## src/rtl/uart_rx.sv

```systemverilog
// uart_rx: 8N1 UART receiver. The rx input is synchronised, oversampled by a baud-divided tick,
// and each bit is majority-voted from three samples around mid-bit.
module uart_rx #(
    parameter int DATA_BITS   = 8,
    parameter int OVERSAMPLE  = 16,
    parameter int SYNC_STAGES = 2
) (
    input  logic                 clk,
    input  logic                 reset,
    input  logic [15:0]          baud_divisor,
    input  logic                 rx,
    output logic [DATA_BITS-1:0] rx_data,
    output logic                 rx_ready,
    output logic                 rx_tickk,
    output logic                 rx_busy,
    output logic                 frame_err
);
    localparam int SW = $clog2(OVERSAMPLE);
    localparam int IW = (DATA_BITS > 1) ? $clog2(DATA_BITS) : 1;
    localparam logic [SW-1:0] M0     = SW'(OVERSAMPLE / 2 - 1);
    localparam logic [SW-1:0] M1     = SW'(OVERSAMPLE / 2);
    localparam logic [SW-1:0] M2     = SW'(OVERSAMPLE / 2 + 1);
    localparam logic [SW-1:0] S_LAST = SW'(OVERSAMPLE - 1);
    localparam logic [IW-1:0] I_LAST = IW'(DATA_BITS - 1);

    typedef enum logic [2:0] {IDLE, START, DATA, STOP, WAIT_HI} state_t;

    state_t                 state_q, state_d;
    logic [SYNC_STAGES-1:0] sync_q;
    logic [15:0]            div_q, div_d;
    logic [15:0]            dlat_q, dlat_d;
    logic [SW-1:0]          s_q, s_d;
    logic [IW-1:0]          idx_q, idx_d;
    logic                   v0_q, v0_d, v1_q, v1_d;
    logic [DATA_BITS-1:0]   shift_q, shift_d;
    logic [DATA_BITS-1:0]   data_q, data_d;
    logic                   ready_q, ready_d;
    logic                   err_q, err_d;

    logic        rxs;
    logic [15:0] d_cur, d_eff;
    logic        tick, decide, wrap, bit_w;

    assign rxs    = sync_q[SYNC_STAGES-1];
    assign d_cur  = (baud_divisor == 16'd0) ? 16'd1 : baud_divisor;
    // The divisor follows the input while idle and is frozen for the whole frame.
    assign d_eff  = (state_q == IDLE) ? d_cur : dlat_q;
    assign tick   = (div_q == d_eff - 16'd1);
    assign decide = tick && (s_q == M2);
    assign wrap   = tick && (s_q == S_LAST);
    assign bit_w  = (v0_q & v1_q) | (v0_q & rxs) | (v1_q & rxs);

    assign rx_data   = data_q;
    assign rx_ready  = ready_q;
    assign rx_tickk  = tick && reset;
    assign rx_busy   = (state_q != IDLE);
    assign frame_err = err_q;

    always_comb begin
        state_d = state_q;
        div_d   = (div_q >= d_eff - 16'd1) ? 16'd0 : div_q + 16'd1;
        s_d     = s_q;
        dlat_d  = dlat_q;
        idx_d   = idx_q;
        v0_d    = v0_q;
        v1_d    = v1_q;
        shift_d = shift_q;
        data_d  = data_q;
        ready_d = 1'b0;
        err_d   = 1'b0;

        if (tick) begin
            s_d = (s_q == S_LAST) ? '0 : s_q + 1'b1;
            if (s_q == M0) v0_d = rxs;
            if (s_q == M1) v1_d = rxs;
        end

        case (state_q)
            IDLE: begin
                if (!rxs) begin
                    state_d = START;
                    div_d   = 16'd0;
                    s_d     = '0;
                    dlat_d  = d_cur;
                end
            end
            START: begin
                if (decide && bit_w) begin
                    state_d = IDLE;
                end else if (wrap) begin
                    state_d = DATA;
                    idx_d   = '0;
                end
            end
            DATA: begin
                if (decide) shift_d = {bit_w, shift_q[DATA_BITS-1:1]};
                if (wrap) begin
                    if (idx_q == I_LAST) state_d = STOP;
                    else                 idx_d   = idx_q + 1'b1;
                end
            end
            STOP: begin
                // Leaving at mid-stop lets a following start bit be caught with no idle gap.
                if (decide) begin
                    if (bit_w) begin
                        data_d  = shift_q;
                        ready_d = 1'b1;
                        state_d = IDLE;
                    end else begin
                        err_d   = 1'b1;
                        state_d = WAIT_HI;
                    end
                end
            end
            WAIT_HI: begin
                if (rxs) state_d = IDLE;
            end
            default: state_d = IDLE;
        endcase
    end

    always_ff @(posedge clk or negedge reset) begin
        if (!reset) begin
            state_q <= IDLE;
            sync_q  <= '1;
            div_q   <= 16'd0;
            dlat_q  <= 16'd1;
            s_q     <= '0;
            idx_q   <= '0;
            v0_q    <= 1'b1;
            v1_q    <= 1'b1;
            shift_q <= '0;
            data_q  <= '0;
            ready_q <= 1'b0;
            err_q   <= 1'b0;
        end else begin
            state_q <= state_d;
            sync_q  <= {sync_q[SYNC_STAGES-2:0], rx};
            div_q   <= div_d;
            dlat_q  <= dlat_d;
            s_q     <= s_d;
            idx_q   <= idx_d;
            v0_q    <= v0_d;
            v1_q    <= v1_d;
            shift_q <= shift_d;
            data_q  <= data_d;
            ready_q <= ready_d;
            err_q   <= err_d;
        end
    end
endmodule

```

## config.mk

```make
export PLATFORM = sky130hd
export DESIGN_NAME = uart_rx
export DESIGN_NICKNAME = d
export VERILOG_FILES = /design/src/rtl/uart_rx.sv
export SDC_FILE = /design/constraint.sdc
export NUM_CORES = 1
export LEC_CHECK = 0
export ABC_AREA = 1
export BUFFER_PORTS_ARGS = -buffer_cell sky130_fd_sc_hd__buf_2
export CAP_MARGIN = 20
export CORE_MARGIN = 3
export CORE_UTILIZATION = 60
export CTS_CLUSTER_DIAMETER = 120
export CTS_CLUSTER_SIZE = 24
export DETAILED_ROUTE_END_ITERATION = 10
export PLACE_DENSITY = 0.76
export SYNTH_ARGS = -nofsm -noshare
export SYNTH_HDL_FRONTEND = slang
export SYNTH_SLANG_ARGS = --single-unit
export TNS_END_PERCENT = 5
```

## constraint.sdc

```tcl
create_clock -name clk -period 4.4 [get_ports clk]
set_clock_uncertainty 0.1 [all_clocks]
set_input_delay 0.22 -clock clk [delete_from_list [all_inputs] [get_ports clk]]
set_output_delay 0.22 -clock clk [all_outputs]
set_load 0.05 [all_outputs]
```

==> summary.txt <==
Synth
  • Yosys reg bits: 64
  • Async S/R FF share, synth: 100%
  • EDFF count, synth: 0
  • Primary FF master, synth: dfrtp_1
  • Mapped cell area: 4000 sq um
  • Ranking of synthesized cells by area: dfrtp_1 (37%), nand2_1 (11%), ha_1 (7.2%)
  • Yosys warning count: 0
  • Synthesized Nets: 544
  • Syn Inst Count: 502
  • Largest area contributor in the netlist: dfrtp_1
  • Top-count cell post-synth: nand2_1
  • Seq/Total Area, Yosys: 40.2%
  • Yosys top cell area share: 36.9%
  • Mean Syn Cell Area: 7.96 sq um
  • Yosys cell types: 40
  • Top cells by count, synth: nand2_1 (118), inv_1 (65), dfrtp_1 (59)

STA
  • Fin crit share: 93.6%
  • Peak Freq: 243 MHz
  • Slew HR: 57.1%
  • Final Hold Vio Count: 0
  • RSZ-0062 raised after global routing: false
  • # setup viols final: 0
  • TNS Setup: 0 ns
  • Fin crit period: 4.12 ns
  • Worst path setup slack after routing: 0.283 ns
  • Final-report max-slew violation count: 0
  • Actual slew at the worst max-slew pin: 0.640 ns

Clock tree
  • H-tree lvl count: 3
  • Clk pin slew, worst setup/hold paths: 0.08 ns
  • Later-pin clock latency in the skew report: 0.35 ns
  • CTS tree: done
  • Num Clock Sinks: 64
  • Clock Tree Root: clkbuf_8
  • Cts bufs inserted: 9
  • CTS max path bufs: 2

Power
  • Maximum vdd ir drop: 0.000424 V
  • Pwr Density: 596 nW/um^2
  • Leak pwr: 0.00221 uW

Cells and area
  • Fillers: 552
  • Layout area overhead: 9.89%
  • Layout cell share with drive strength beyond 1: 17.4%
  • Antenna diodes: 0
  • Nets: 582

Die
  • Die Y-Extent: 87.6 um
  • Core footprint: 6390 sq um
  • Standard-cell rows: 29
  • Chip width: 87.6 um
  • Initial core utilization: 62.6%
  • Die outline area: 7680 sq um
  • IO Pins: 31

Setup path
  • WP data required: 4.08 ns
  • CP Class: flip-flop to output port
  • Worst setup SP type: flip-flop
  • Worst Path Arrival: 3.80 ns
  • Worst-path maximum fanout: 30
  • CP Capture Type: output port

Global routing
  • GRT Util Overall: 23.0%
  • Vias in the first global route: 3212
  • Largest net degree at the start of global routing: 40
  • Antenna violations before repair: 0
  • GRT overflow: 0
  • Global-route wire length before repair: 13.9 mm

Run
  • Max-Cap Viols: 0

Routing
  • DR WL/cell: 12.7 um
  • Antenna-violating nets left: 0
  • Via density: 5.25
  • 1st-iter DRT viols: 175
  • Post-route DRC: 0
  • DRT Pass-1 Iters: 6
  • Final wirelength: 7.89 mm
  • Detailed-route via count: 3263

Placed design
  • GP Congestion: 0.902
  • Pre-CTS WS: 0.471 ns
  • # port buffers: 30
  • Post-DP HPWL: 5.97 mm

Outcome
  • Status: completed

Hold path
  • Worst hold-check path type: primary input to flip-flop
layout by cell type, fill, tap and decap left out, drive strengths merged, types with 5 or more instances in the layout:
cell    instances
a21oi          11
buf            32
clkbuf         10
dfrtp          59
dfstp           5
ha             23
inv            70
nand2         132
nand3          21
nand3b          5
nand4           9
nor2           65
nor3            9
o21ai          47
xnor2           8
xor2           18
stage by stage:
step | instance area (sq um) | total power, uW | std cells | hold WS [ns] | utilization [%]
final | 4390 | 2620 | 622 | 0.0204 | 68.8
after global placement | 4150 | 2090 | 601 | 0.149 | 65.0
after detailed placement | 4150 | 2150 | 601 | 0.156 | 65.0
after CTS | 4360 | 2620 | 620 | 0.0138 | 68.3
after floorplan | 4000 | 1950 | 502 | -0.176 | -
after global routing | 4390 | 2880 | 622 | 0.0278 | 68.8
power breakdown:
group | switching (uW) | internal, uW | total (uW)
sequential | 71.6 | 711 | 782
clock | 255 | 210 | 465
combinational | 897 | 474 | 1370
registers in the layout (all words and copies together) (netlist names):
signal / flops
div_q: 16
v1_q: 1
rx_data: 8
idx_q: 3
dlat_q: 16
s_q: 4
v0_q: 1
state_q: 3
sync_q: 2
rx_ready: 1
shift_q: 8
frame_err: 1
worst max-delay path: stages (launching register included):
cell and delay (ns):
dfrtp_1 0.44, nor2_4 0.23, nand2_8 0.19, inv_1 0.19, nand3_1 0.10, nand2_1 0.19, ha_1 0.25, nand3_2 0.16
nor2_4 0.15, nand3_1 0.10, xnor2_1 0.14, ha_1 0.30, nand2_1 0.08, nor2_1 0.20, nand3_2 0.16, nor2_4 0.17
inv_1 0.09, nor2_1 0.09, clkbuf_4 0.23
cell type report:
| cell class | instances | area, sq um | share of cell area (%) |
|---|---|---|---|
| repair buffers | 36 | 205 | 4.67 |
| clock buffers | 9 | 124 | 2.82 |
| clock inverters | 7 | 55.1 | 1.25 |
| inverters | 68 | 255 | 5.81 |
| multi-input cells | 361 | 2050 | 46.6 |
| flip-flops and latches | 64 | 1610 | 36.6 |
| well taps | 77 | 96.3 | 2.19 |
path summary, 6_finish.rpt:
path	startpoint	endpoint	slack (ns)	cells after the start
worst max-delay path	state_q[1]	rx_tickk	0.28	18
worst min register to register	sync_q[0]	sync_q[1]	0.26	0
max in group asynchronous	reset	sync_q[0]	2.96	3
worst min-delay path	baud_divisor[14]	dlat_q[14]	0.02	3
worst max register to register	state_q[1]	state_q[0]	0.39	23
min in group asynchronous	reset	dlat_q[11]	0.31	2
timing repair:
item / 4_1_cts / 5_1_grt
setup endpoints to repair: 0 / 4
hold endpoints to repair: 26 / 0
hold buffers: 3 / 0
resized for setup: 0 / 3
buffers inserted: 0 / 2
logic make-up after synthesis:
| logic type | after synthesis | share of synthesized area, % |
|---|---|---|
| AO/OA/AOI/OAI | 65 | 10.1 |
| buffers and inverters | 77 | 8.86 |
| flip-flops | 64 | 40.2 |
| AND/OR/NAND/NOR | 247 | 27.9 |
| XOR/XNOR | 26 | 5.70 |
| adder cells (fa/ha/maj) | 23 | 7.20 |
routing by layer:
metal / wire length [um] / up-vias / track usage, %
li1: - / 1675 / -
met1: 3450 / 1503 / 27.8
met2: 3950 / 70 / 40.0
met3: 313 / 15 / 4.05
met4: 171 / 0 / 10.3
met5: 0 / - / 0
(Power assumes the default switching activity.)
